File: src/rtl/timer_scheduler.sv
// timer_scheduler: round-robin arbiter sharing one terminal-count timer among
// NREQ requesters. The winner's final value is captured at grant, the timer
// counts 0..term, and a one-cycle done pulse goes back to the owner.
//
// Ports:
//   clk    - clock, rising edge
//   reset  - synchronous active-high reset
//   req    - per-requester level request
//   value  - per-requester final value, slice i = value[i*N +: N]
//   grant  - one-hot timer owner (zero when idle)
//   done   - one-hot, one-cycle terminal-count pulse to the owner
//   busy   - high whenever the scheduler is not idle
//   count  - current timer value
module timer_scheduler #(
  parameter int unsigned N    = 8,
  parameter int unsigned NREQ = 4
) (
  input  logic              clk,
  input  logic              reset,
  input  logic [NREQ-1:0]   req,
  input  logic [NREQ*N-1:0] value,
  output logic [NREQ-1:0]   grant,
  output logic [NREQ-1:0]   done,
  output logic              busy,
  output logic [N-1:0]      count
);

  localparam int unsigned IW = (NREQ > 1) ? $clog2(NREQ) : 1;

  typedef enum logic [1:0] {IDLE, RUN, DONE} state_t;

  state_t          state, state_nx;
  logic [IW-1:0]   ptr, ptr_nx;
  logic [IW-1:0]   owner, owner_nx;
  logic [IW-1:0]   win, cand, next_ptr;
  logic            found;
  logic [N-1:0]    term, term_nx;
  logic [N-1:0]    count_nx;
  logic [NREQ-1:0] grant_nx, done_nx;
  logic            busy_nx;

  // Round-robin search: first asserted request at or after ptr, wrapping.
  always_comb begin
    found = 1'b0;
    win   = ptr;
    cand  = ptr;
    for (int unsigned k = 0; k < NREQ; k++) begin
      cand = IW'((32'(ptr) + k) % NREQ);
      if (!found && req[cand]) begin
        found = 1'b1;
        win   = cand;
      end
    end
  end

  // Pointer moves past the current owner whenever a job ends (done or abort).
  always_comb begin
    next_ptr = (owner == IW'(NREQ - 1)) ? '0 : owner + IW'(1);
  end

  // Next-state and registered-output values.
  always_comb begin
    state_nx = state;
    ptr_nx   = ptr;
    owner_nx = owner;
    term_nx  = term;
    count_nx = count;
    grant_nx = grant;
    done_nx  = '0;

    case (state)
      IDLE: begin
        if (found) begin
          owner_nx = win;
          count_nx = '0;
          grant_nx = NREQ'(1) << win;
          state_nx = RUN;
          for (int unsigned i = 0; i < NREQ; i++) begin
            if (win == IW'(i)) term_nx = value[i*N +: N];
          end
        end
      end
      RUN: begin
        // Abort wins over terminal count on the same edge.
        if (!req[owner]) begin
          state_nx = IDLE;
          grant_nx = '0;
          count_nx = '0;
          ptr_nx   = next_ptr;
        end else if (count == term) begin
          state_nx = DONE;
          done_nx  = grant;
        end else begin
          count_nx = count + N'(1);
        end
      end
      DONE: begin
        state_nx = IDLE;
        grant_nx = '0;
        count_nx = '0;
        ptr_nx   = next_ptr;
      end
      default: begin
        state_nx = IDLE;
        grant_nx = '0;
        count_nx = '0;
      end
    endcase

    busy_nx = (state_nx != IDLE);
  end

  // State and output registers.
  always_ff @(posedge clk) begin
    if (reset) begin
      state <= IDLE;
      ptr   <= '0;
      owner <= '0;
      term  <= '0;
      count <= '0;
      grant <= '0;
      done  <= '0;
      busy  <= 1'b0;
    end else begin
      state <= state_nx;
      ptr   <= ptr_nx;
      owner <= owner_nx;
      term  <= term_nx;
      count <= count_nx;
      grant <= grant_nx;
      done  <= done_nx;
      busy  <= busy_nx;
    end
  end

endmodule

File: config.mk
export PLATFORM = sky130hd
export DESIGN_NAME = timer_scheduler
export DESIGN_NICKNAME = d
export VERILOG_FILES = /design/src/rtl/timer_scheduler.sv
export SDC_FILE = /design/constraint.sdc
export NUM_CORES = 1
export LEC_CHECK = 0
export CAP_MARGIN = 20
export CORE_UTILIZATION = 50
export CTS_BUF_LIST = sky130_fd_sc_hd__clkbuf_8
export DETAILED_ROUTE_END_ITERATION = 16
export PLACE_DENSITY_LB_ADDON = 0.25
export SLEW_MARGIN = 20
export SYNTH_ARGS = -nofsm -noshare
export SYNTH_HDL_FRONTEND = slang
export SYNTH_SLANG_ARGS = --single-unit
export TNS_END_PERCENT = 20
File: constraint.sdc
create_clock -name clk -period 5.4 [get_ports clk]
set_input_delay 1.08 -clock clk [delete_from_list [all_inputs] [get_ports clk]]
set_output_delay 1.08 -clock clk [all_outputs]
set_load 0.05 [all_outputs]
[Word level (Yosys, flattened, before mapping)]
Index checks and enable logic that the tools add are counted.
Word-level totals
  output and inout bits: 17
  flip-flop bits (word level): 31
  word-level logic and storage cells: 84
  input bits: 38
Cells by class
  multiplexer cells: 35
  magnitude comparators: 5
  equal/unequal tests: 10
  shifts and indexed selects: 1
  $add $sub $neg: 5
  reductions and logical operators: 17
  bitwise operators: 3
Operator list (number)
  8-bit two-way mux: 7
  2-bit two-way mux: 8
  8-bit case mux with 2 select lines: 1
  2-bit by 3-bit < comparator with 1-bit output (second input constant): 5
  1-bit binary-select mux with 2-bit select: 5
  1-bit two-way mux: 9
  8-bit by 1-bit adder with 8-bit output (second input constant): 1
  2-bit equality test (second input constant): 4
  8-bit equality test: 1
  4-bit two-way mux: 2
  2-bit case mux with 2 select lines: 2
  4-bit case mux with 2 select lines: 1
  2-bit AND reduction: 4
  2-bit by 1-bit adder with 2-bit output (second input constant): 2
  2-bit adder (second input constant): 2
  2-bit by 1-bit equality test with 1-bit output (second input constant): 2
  2-bit zero test: 2
  2-bit inequality test (second input constant): 2
  2-bit nonzero test: 2
  4-bit nonzero test: 1
  4-bit OR reduction: 1
  1-bit by 2-bit << shifter with 4-bit output (first input constant): 1
  1-bit logical AND: 3
  1-bit zero test: 3
  other kinds (3): 5

[Longest topological paths before layout]
Gate-level depths: netlist (run 1).
  depth in word-level cells: 17
  mapped depth: 7
  depth with buffers taken out: 5

[Worst setup path before layout (run 1)]
OpenSTA, ideal clock, no wires.
  path kind: input -> register
  start point: in req[3]
  end point: reg count[4]
  library setup time: 0.070 ns
  path slack: 2.885 ns
  data arrival time: 2.445 ns
  path buffers: 2
  stages: 7
  data required time: 5.330 ns
  cell sequence: buf_6 > mux4_2 > nand2_2 > nor3_2 > clkbuf_2 > or3_1 > a21oi_1
On the way
  word-level cells in the longest chain between the ends: 14
  elaborated cells on any way between the ends: 25
  those cells by class: eq/ne: 2; mux: 16; reduce/logical: 7
Ends and longest elaborated chain
  start, declared: line 20  | input logic [NREQ-1:0] req,
  1-bit binary-select mux with 2-bit select: line 49  | if (!found && req[cand]) begin
  1-bit two-way mux (implied by the code): line 49
  1-bit two-way mux: line 49
  1-bit zero test: line 49
  1-bit logical AND: line 49
  1-bit two-way mux: line 49
  1-bit zero test: line 49
  1-bit logical AND: line 49
  1-bit two-way mux: line 49
  1-bit zero test: line 49
  1-bit logical AND: line 49
  1-bit two-way mux: line 49
  2-bit inequality test (no line)
  2-bit AND reduction (no line)
  end signal, assigned: line 129  | count <= count_nx;
  end, declared: line 25  | output logic [N-1:0] count
Several ways; a longest one is shown, not always the timed one. The select of a mux whose other input is x is not followed.
A chain may end at the register's enable or synchronous reset.

[Worst setup path in the final report (run 1)]
  start point: in req[3]
  end point: reg term[6]
On the way
  word-level cells in the longest chain between the ends: 16
  elaborated cells on any way between the ends: 30
  those cells by class: eq/ne: 3; mux: 18; reduce/logical: 9
Ends and longest elaborated chain
  1-bit binary-select mux with 2-bit select: line 49
  1-bit two-way mux (implied by the code): line 49
  1-bit two-way mux: line 49
  1-bit zero test: line 49
  1-bit logical AND: line 49
  1-bit two-way mux: line 49
  1-bit zero test: line 49
  1-bit logical AND: line 49
  1-bit two-way mux: line 49
  1-bit zero test: line 49
  1-bit logical AND: line 49
  2-bit two-way mux: line 49
  2-bit by 1-bit equality test with 1-bit output: line 79  | if (win == IW'(i)) term_nx = value[i*N +: N];
  8-bit two-way mux (3 in a row): line 79
  end signal, assigned: line 128  | term <= term_nx;
  end, declared: line 37  | logic [N-1:0] term, term_nx;
Several ways; a longest one is shown, not always the timed one. The select of a mux whose other input is x is not followed.

==> summary.txt, run 1 <==
terminus of the critical flop-to-flop path - term[6]$_SDFFE_PP0P_
FMAX - 0.324 GHz
worst vdd ir - 0.000207 V
final hold violation count - 0
Final setup viols - 0
crit start category - primary input
Gate power share - 25.9%
P_int - 0.443 mW
FF-to-FF path depth - 5
Post-CTS Setup Bufs - 0
Synth Net Count - 222
register area share after synthesis - 38.0%
Yosys Warn Count - 0
maxcap violations - 0
PnR worst setup slack - 2.32 ns
# diodes - 0
synthesis-to-finish area growth - 40.2%
CTS buffer count - 5
commonest non-fill, non-tap cells in the layout - 54 x clkdlybuf4s50_1, 31 x dfxtp_1, 19 x mux2i_1
CTS tree - done
sequential power share - 41.9%
initial antenna violation count - 0
CTS max path bufs - 2
clock slew at reported path FFs - 0.07 ns
Hold Startpoint - grant[0]$_SDFFE_PP0P_
Power Total - 0.639 mW
clk sinks - 31
number of global-route vias before repair - 1573
Post-Place Worst Slack - 2.06 ns
die width - 59.1 um
Routed WL - 4040 um
Final Cycle Share - 57.1%
Slew @ Worst Pin - 0.687 ns
EDFF count, synth - 0
worst-skew pair later-pin latency - 0.29 ns
via count - 1620
R2R setup slack - 3.48 ns
layout filler cell count - 246
Post-CTS Hold Buffers - 0
I/O pin count - 55
setup TNS - 0 ns
Final #Nets - 275
Final Max Slew Viols - 0
worst hold stages - 2
path type of the worst min-delay path - flip-flop to flip-flop
Die Y-Extent - 59.1 um
relative max-transition margin - 53.7%
status - complete, no violations
Main synth FF type - dfxtp_1
Pleak - 0.795 nW
critical path class - primary input to flip-flop
post-DP HPWL - 3160 um
Post-Syn Area - 0.00163 mm^2
NetSw - 0.196 mW
Endpoint, Worst Hold - grant[0]$_SDFFE_PP0P_
GRT overflow - 0
commonest non-fill, non-tap cell in the layout - clkdlybuf4s50_1
Reg-to-Reg Start - ptr[0]$_SDFFE_PP0P_
Synth cell types - 43
asr flop ratio synth - 0%
Worst Path Arrival - 3.24 ns
core area - 0.00308 mm^2
RSZ-0062 raised after global routing - false
Net Sw Frac - 30.7%
cts repair resizes - 0
First DRT Iteration DRCs - 109
largest net degree at the start of global routing - 22
Avg Inst Size Synth - 8.97 um^2
Worst Path Required - 5.56 ns
die area - 0.00350 mm^2
Clock power frac - 32.2%
layout cell share with drive strength beyond 1 - 8.47%
H-Tree Depth - 2
pwr/cell area - 279 mW/mm^2
fin crit period - 3.08 ns
row cnt - 20
# port buffers - 54
Max Fanout on Critical Path - 21
Setup Skew - 0.00367 ns
Placer Congestion - 0.791
total track usage - 26.3%
Post-DRT Antenna Nets - 0
Initial Util - 53.0%
Crit. End Element - flip-flop
drt pass-1 iters - 4
number of vias per cell - 5.79
clk root buf - clkbuf_8
Cells after Synth - 182
global-route wire length before repair - 6800 um
Remaining DRCs - 0
flops & latches, synth - 31
per-cell routed wire length - 14.4 um
[critical path: stages]
cell             delay [ns]
clkdlybuf4s50_1        0.61
and2b_2                0.26
o21ai_0                0.21
o221a_2                0.63
mux2i_1                0.30
o221ai_1               0.14
[power by group through the flow]
stage	registers [mW]	clock network [mW]	logic [mW]
3_5_place_dp	0.273	0	0.165
5_1_grt	0.270	0.220	0.180
4_1_cts	0.267	0.209	0.166
3_3_place_gp	0.270	0	0.159
6_report	0.268	0.205	0.166
2_1_floorplan	0.283	0	0.0965
[synth_stat cells (2+ instances only)]
library cell	count	share of area (%)
nor3_1	4	1.2
and2_1	4	1.5
inv_1	2	0.46
mux2i_1	19	12
xnor2_1	8	4.3
nand2_2	2	0.77
or3_2	2	0.92
nand2b_1	2	0.77
ha_1	2	1.5
o221ai_1	8	4.3
or3_1	4	1.5
dfxtp_1	31	38
nor4_1	2	0.77
a21oi_1	10	3.1
nand2_1	17	3.9
clkbuf_1	2	0.46
buf_2	4	1.2
nor2_1	11	2.5
o21ai_0	13	4.0
and4_1	2	1.1
nand4_1	4	1.5
nor2b_1	4	1.5
nand3_1	5	1.5
[per-stage QoR]
step / cell area, um^2 / cells / hold slack [ns] / util [%]
5_1_grt: 2290 / 280 / 0.504 / 74.3
3_3_place_gp: 2180 / 272 / 0.463 / 71.0
6_report: 2290 / 280 / 0.490 / 74.3
4_1_cts: 2290 / 280 / 0.494 / 74.3
3_5_place_dp: 2180 / 272 / 0.473 / 71.0
2_1_floorplan: 1630 / 182 / 0.454 / -
[final cells by class]
| type | count | area [um^2] | share of cell area [%] |
|---|---|---|---|
| inverters | 2 | 7.51 | 0.328 |
| clock inverters | 1 | 7.51 | 0.328 |
| clock buffers | 7 | 96.3 | 4.21 |
| multi-input cells | 141 | 961 | 42.0 |
| repair buffers | 54 | 541 | 23.6 |
| well taps | 44 | 55.1 | 2.41 |
| flip-flops and latches | 31 | 621 | 27.1 |
[flip-flops by register name, indices dropped and copies added (netlist names)]
name / count
owner: 2
state: 2
busy: 1
done: 4
ptr: 2
count: 8
grant: 4
term: 8
[logic make-up after synthesis]
group,count (synthesis),synth area share [%]
AND/OR/NAND/NOR,69,22.5
XOR/XNOR,8,4.29
flip-flops,31,38.0
adder cells (fa/ha/maj),2,1.53
buffers and inverters,10,3.14
multiplexers,20,13.0
AO/OA/AOI/OAI,42,17.5
[worst max-delay path by stage]
stage | from | to | cells after the start
6_report | req[3] | term[6]$_SDFFE_PP0P_ | 6
5_1_grt | req[3] | term[0]$_SDFFE_PP0P_ | 6
4_1_cts | req[3] | term[1]$_SDFFE_PP0P_ | 6
3_5_place_dp | req[3] | term[6]$_SDFFE_PP0P_ | 6
3_3_place_gp | req[0] | term[6]$_SDFFE_PP0P_ | 6
2_1_floorplan | req[3] | count[4]$_SDFFE_PP0P_ | 7
[per-layer routing]
layer,track usage (%),vias to the layer above,routed length (um)
met1,29.5,754,1610
met4,18.0,0,148
li1,-,777,-
met5,0,-,0
met2,43.8,72,2050
met3,6.77,17,223
(Power assumes the default switching activity.)
==> run 2, diff against run 1 <==
- CORE_UTILIZATION: 50 -> 42
- clock period: 5.4 -> 2.59 ns (I/O delays scaled with it)
==> run 2 against run 1 <==
- die area is 18% higher
- non-clock buffer count grew 11
- worst hold slack got worse by 0.014 ns
- clock power is 120% higher
- final cell count rose by 5.0%
- total power increased by 120%
- sequential share of layout area is 1.1 points lower
- setup slack worse by 2.0 ns
==> summary.txt, run 2 (synthesis results as in run 1) <==
per-cell routed wire length - 12.8 um
critical path class - primary input to flip-flop
Post-CTS Hold Buffers - 0
biggest regs - count x8, term x8
post-DP HPWL - 2960 um
Pleak - 0.859 nW
FMAX - 0.448 GHz
NetSw - 0.389 mW
largest net degree at the start of global routing - 16
worst vdd ir - 0.000518 V
maxcap violations - 0
CP max-delay cell - mux4_2
# diodes - 0
worst hold slack - 0.475 ns
via count - 1562
CTS buffer count - 5
Post-CTS Setup Bufs - 0
Final Cycle Share - 86.1%
terminus of the critical flop-to-flop path - count[7]$_SDFFE_PP0P_
worst hold stages - 2
Final Max Slew Viols - 0
# port buffers - 54
Crit. End Element - flip-flop
CP Launch Point - req[3]
fin crit period - 2.23 ns
Post-DRT Antenna Nets - 0
core area - 0.00369 mm^2
FF-to-FF path depth - 5
H-Tree Depth - 2
Remaining DRCs - 0
path type of the worst min-delay path - flip-flop to flip-flop
Placer Congestion - 0.789
largest stage delay on the critical path - 0.58 ns
setup TNS - 0 ns
CP bufs+invs - 1
global-route wire length before repair - 6150 um
die width - 64.4 um
commonest non-fill, non-tap cells in the layout - 54 x clkdlybuf4s50_1, 31 x dfxtp_1, 19 x mux2i_1
final hold violation count - 0
RSZ-0062 raised after global routing - false
Endpoint, Worst Hold - grant[0]$_SDFFE_PP0P_
Worst Path Required - 2.80 ns
Gate power share - 27.2%
I/O pin count - 55
Slew @ Worst Pin - 0.547 ns
Power Total - 1.37 mW
R2R setup slack - 0.74 ns
delay-heaviest family, CP - simple AND/OR/NAND/NOR gates
Max Fanout on Critical Path - 12
First DRT Iteration DRCs - 66
CTS tree - done
number of global-route vias before repair - 1365
Routed WL - 3770 um
Die Y-Extent - 64.4 um
crit-path cells - clkdlybuf4s50_1 > mux4_2 > nand2_2 > nor3_2 > or3_2 > a21oi_1
sequential power share - 40.5%
initial antenna violation count - 0
GRT overflow - 0
Final setup viols - 0
Reg-to-Reg Start - owner[0]$_SDFFE_PP0P_
total track usage - 19.3%
Setup Skew - 0.00695 ns
Post-Place Worst Slack - 0.0809 ns
Net Sw Frac - 28.3%
synthesis-to-finish area growth - 46.2%
pwr/cell area - 576 mW/mm^2
crit start category - primary input
Final #Nets - 286
row cnt - 22
Worst Path Arrival - 2.44 ns
cts repair resizes - 0
relative max-transition margin - 63.3%
Hold Startpoint - grant[0]$_SDFFE_PP0P_
Initial Util - 44.3%
number of vias per cell - 5.31
clock slew at reported path FFs - 0.06 ns
die area - 0.00414 mm^2
layout cell share with drive strength beyond 1 - 11.8%
CTS max path bufs - 2
PnR worst setup slack - 0.360 ns
drt pass-1 iters - 4
commonest non-fill, non-tap cell in the layout - clkdlybuf4s50_1
worst-skew pair later-pin latency - 0.28 ns
clk root buf - clkbuf_8
Clock power frac - 32.3%
clk sinks - 31
status - complete, no violations
P_int - 0.986 mW
[run 2: changes by cell type in the layout (fill, tap and decap cells not counted)]
cell / before / now
clkbuf_8: 7 / 5
buf_12: 0 / 1
bufinv_16: 0 / 1
clkinvlp_4: 1 / 0
inv_1: 2 / 3
buf_4: 0 / 10
[run 2: worst max path at each step]
stage          depth (start not counted)                     to  slack [ns]
5_1_grt                                6  count[5]$_SDFFE_PP0P_        0.23
2_1_floorplan                          7  count[4]$_SDFFE_PP0P_        0.64
3_5_place_dp                           6  count[7]$_SDFFE_PP0P_        0.08
3_3_place_gp                           6   term[6]$_SDFFE_PP0P_        0.12
6_report                               6  count[7]$_SDFFE_PP0P_        0.36
4_1_cts                                6  count[7]$_SDFFE_PP0P_        0.38
[run 2: area by class of cell]
type | count | area, um^2
multi-input cells | 141 | 961
clock buffers | 5 | 68.8
clock inverters | 2 | 33.8
inverters | 2 | 7.51
repair buffers | 65 | 636
flip-flops and latches | 31 | 621
fillers | 338 | 1300
well taps | 48 | 60.1
[run 2: layer usage]
layer | vias to the layer above | GRT usage (%) | share of wire, %
met5 | - | 0 | 0
met1 | 718 | 26.3 | 47
met2 | 41 | 28.9 | 48
met4 | 0 | 5.83 | 0.53
li1 | 801 | - | -
met3 | 2 | 5.89 | 5.0
[run 2: metrics by stage]
step / area [um^2] / util, % / cells
floorplan: 1630 / - / 182
global placement: 2280 / 61.9 / 287
detailed placement: 2280 / 61.9 / 287
CTS: 2390 / 64.7 / 294
global route: 2390 / 64.7 / 294
finish: 2390 / 64.7 / 294
[run 2: worst register-to-register path: stages, from the launching register on]
cell and delay [ns]:
dfxtp_1 0.40, mux4_2 0.58, nand2_2 0.11, nor3_2 0.09, or3_2 0.46, a21oi_1 0.15
[run 2: power groups by stage]
stage / sequential, mW / clock, mW / combinational (mW)
floorplan: 0.591 / 0 / 0.201
global placement: 0.566 / 0 / 0.372
detailed placement: 0.567 / 0 / 0.374
CTS: 0.556 / 0.453 / 0.376
global route: 0.562 / 0.473 / 0.406
finish: 0.556 / 0.444 / 0.374
==> run 3, diff against run 2 <==
- RECOVER_POWER: unset -> 25
==> run 3 against run 2 <==
- die area did not move
- sequential cell count did not move
- core utilization fell by 0.10 points
- clock skew barely moved
- first-iteration DRC count rose by 14%
- critical path type unchanged
- largest cell class unchanged
- highest routed layer unchanged
==> summary.txt, run 3 (synthesis results as in run 1) <==
status - complete, no violations
Routed WL - 3760 um
number of global-route vias before repair - 1365
pwr/cell area - 575 mW/mm^2
relative max-transition margin - 63.3%
maxcap violations - 0
critical path class - primary input to flip-flop
clock slew at reported path FFs - 0.06 ns
Crit. End Element - flip-flop
synthesis-to-finish area growth - 46.0%
RSZ-0062 raised after global routing - false
CP bufs+invs - 1
per-cell routed wire length - 12.8 um
die width - 64.4 um
final hold violation count - 0
delay-heaviest family, CP - simple AND/OR/NAND/NOR gates
commonest non-fill, non-tap cell in the layout - clkdlybuf4s50_1
total track usage - 19.3%
Worst Path Required - 2.72 ns
Setup Skew - 0.00704 ns
initial antenna violation count - 0
die area - 0.00414 mm^2
GRT overflow - 0
CP max-delay cell - or4_2
worst-skew pair later-pin latency - 0.28 ns
Worst Path Arrival - 2.47 ns
CP Launch Point - req[0]
I/O pin count - 55
First DRT Iteration DRCs - 75
Pleak - 0.883 nW
number of vias per cell - 5.27
post-DP HPWL - 2960 um
row cnt - 22
non-filler instance count after layout - 294
fin crit period - 2.33 ns
Post-CTS Setup Bufs - 0
setup TNS - 0 ns
path type of the worst min-delay path - flip-flop to flip-flop
drt pass-1 iters - 4
Remaining DRCs - 0
Final #Nets - 286
CTS buffer count - 5
crit start category - primary input
# diodes - 0
largest net degree at the start of global routing - 16
clk root buf - clkbuf_8
Final Max Slew Viols - 0
Slew @ Worst Pin - 0.547 ns
Reg-to-Reg Start - owner[0]$_SDFFE_PP0P_
CTS tree - done
global-route wire length before repair - 6150 um
Post-DRT Antenna Nets - 0
layout cell share with drive strength beyond 1 - 11.4%
Initial Util - 44.3%
# port buffers - 54
biggest regs - count x8, term x8
Die Y-Extent - 64.4 um
Multi-input gate area - 961 um^2
FMAX - 0.429 GHz
H-Tree Depth - 2
cts repair resizes - 0
Final Util - 64.6%
Final Cycle Share - 90.1%
CTS max path bufs - 2
largest stage delay on the critical path - 0.74 ns
register area - 621 um^2
Hold Startpoint - grant[0]$_SDFFE_PP0P_
clk sinks - 31
worst vdd ir - 0.000517 V
Max Fanout on Critical Path - 8
commonest non-fill, non-tap cells in the layout - 43 x clkdlybuf4s50_1, 31 x dfxtp_1, 19 x mux2i_1
Final setup viols - 0
core area - 0.00369 mm^2
Post-CTS Hold Buffers - 0
layout filler cell count - 339
placed cell count - 287
crit-path cells - dlygate4sd3_1 > or4_2 > nand2_2 > nor2_1 > nand2b_1 > o221ai_1
via count - 1549
Placer Congestion - 0.789
==> run 3: worst reg2reg max path, cell delays in order (launching register included) <==
cell and delay (ns):
dfxtp_1 0.40, mux4_2 0.58, nand2_2 0.11, nor3_2 0.09, or3_2 0.46, a21oi_1 0.15
==> run 3: layout make-up <==
cell class,count,share of cell area [%]
flip-flops and latches,31,26.0
well taps,48,2.52
multi-input cells,141,40.3
repair buffers,65,26.5
clock buffers,5,2.89
clock inverters,2,1.42
inverters,2,0.315
==> run 3: path summary, 6_finish.rpt <==
check                                              to  slack (ns)  cells past startpoint
worst min-delay path            grant[0]$_SDFFE_PP0P_        0.47                      2
worst max-delay path             term[6]$_SDFFE_PP0P_        0.26                      6
worst min register to register  grant[0]$_SDFFE_PP0P_        0.47                      2
worst max register to register  count[7]$_SDFFE_PP0P_        0.74                      5
==> run 3: routing by layer <==
layer	global-route usage, %	vias up	wire, um	share of wire (%)
met1	26.3	713	1810	48
met5	0	-	0	0
met3	5.89	2	147	3.9
met2	28.9	32	1790	48
li1	-	802	-	-
met4	5.83	0	20	0.53
==> run 3: power breakdown <==
part	switching (mW)	total, mW	internal, mW
Combinational	0.185	0.370	0.185
Clock	0.166	0.444	0.278
Sequential	0.0367	0.556	0.519
Total	0.388	1.37	0.982
==> run 3: stage by stage <==
stage | area [um^2] | hold slack, ns | setup WS (ns) | power, mW
5_1_grt | 2380 | 0.505 | 0.148 | 1.44
3_5_place_dp | 2280 | 0.471 | 0.0809 | 0.941
4_1_cts | 2390 | 0.480 | 0.379 | 1.39
2_1_floorplan | 1630 | 0.454 | 0.637 | 0.792
3_3_place_gp | 2280 | 0.468 | 0.123 | 0.938
6_report | 2380 | 0.472 | 0.256 | 1.37
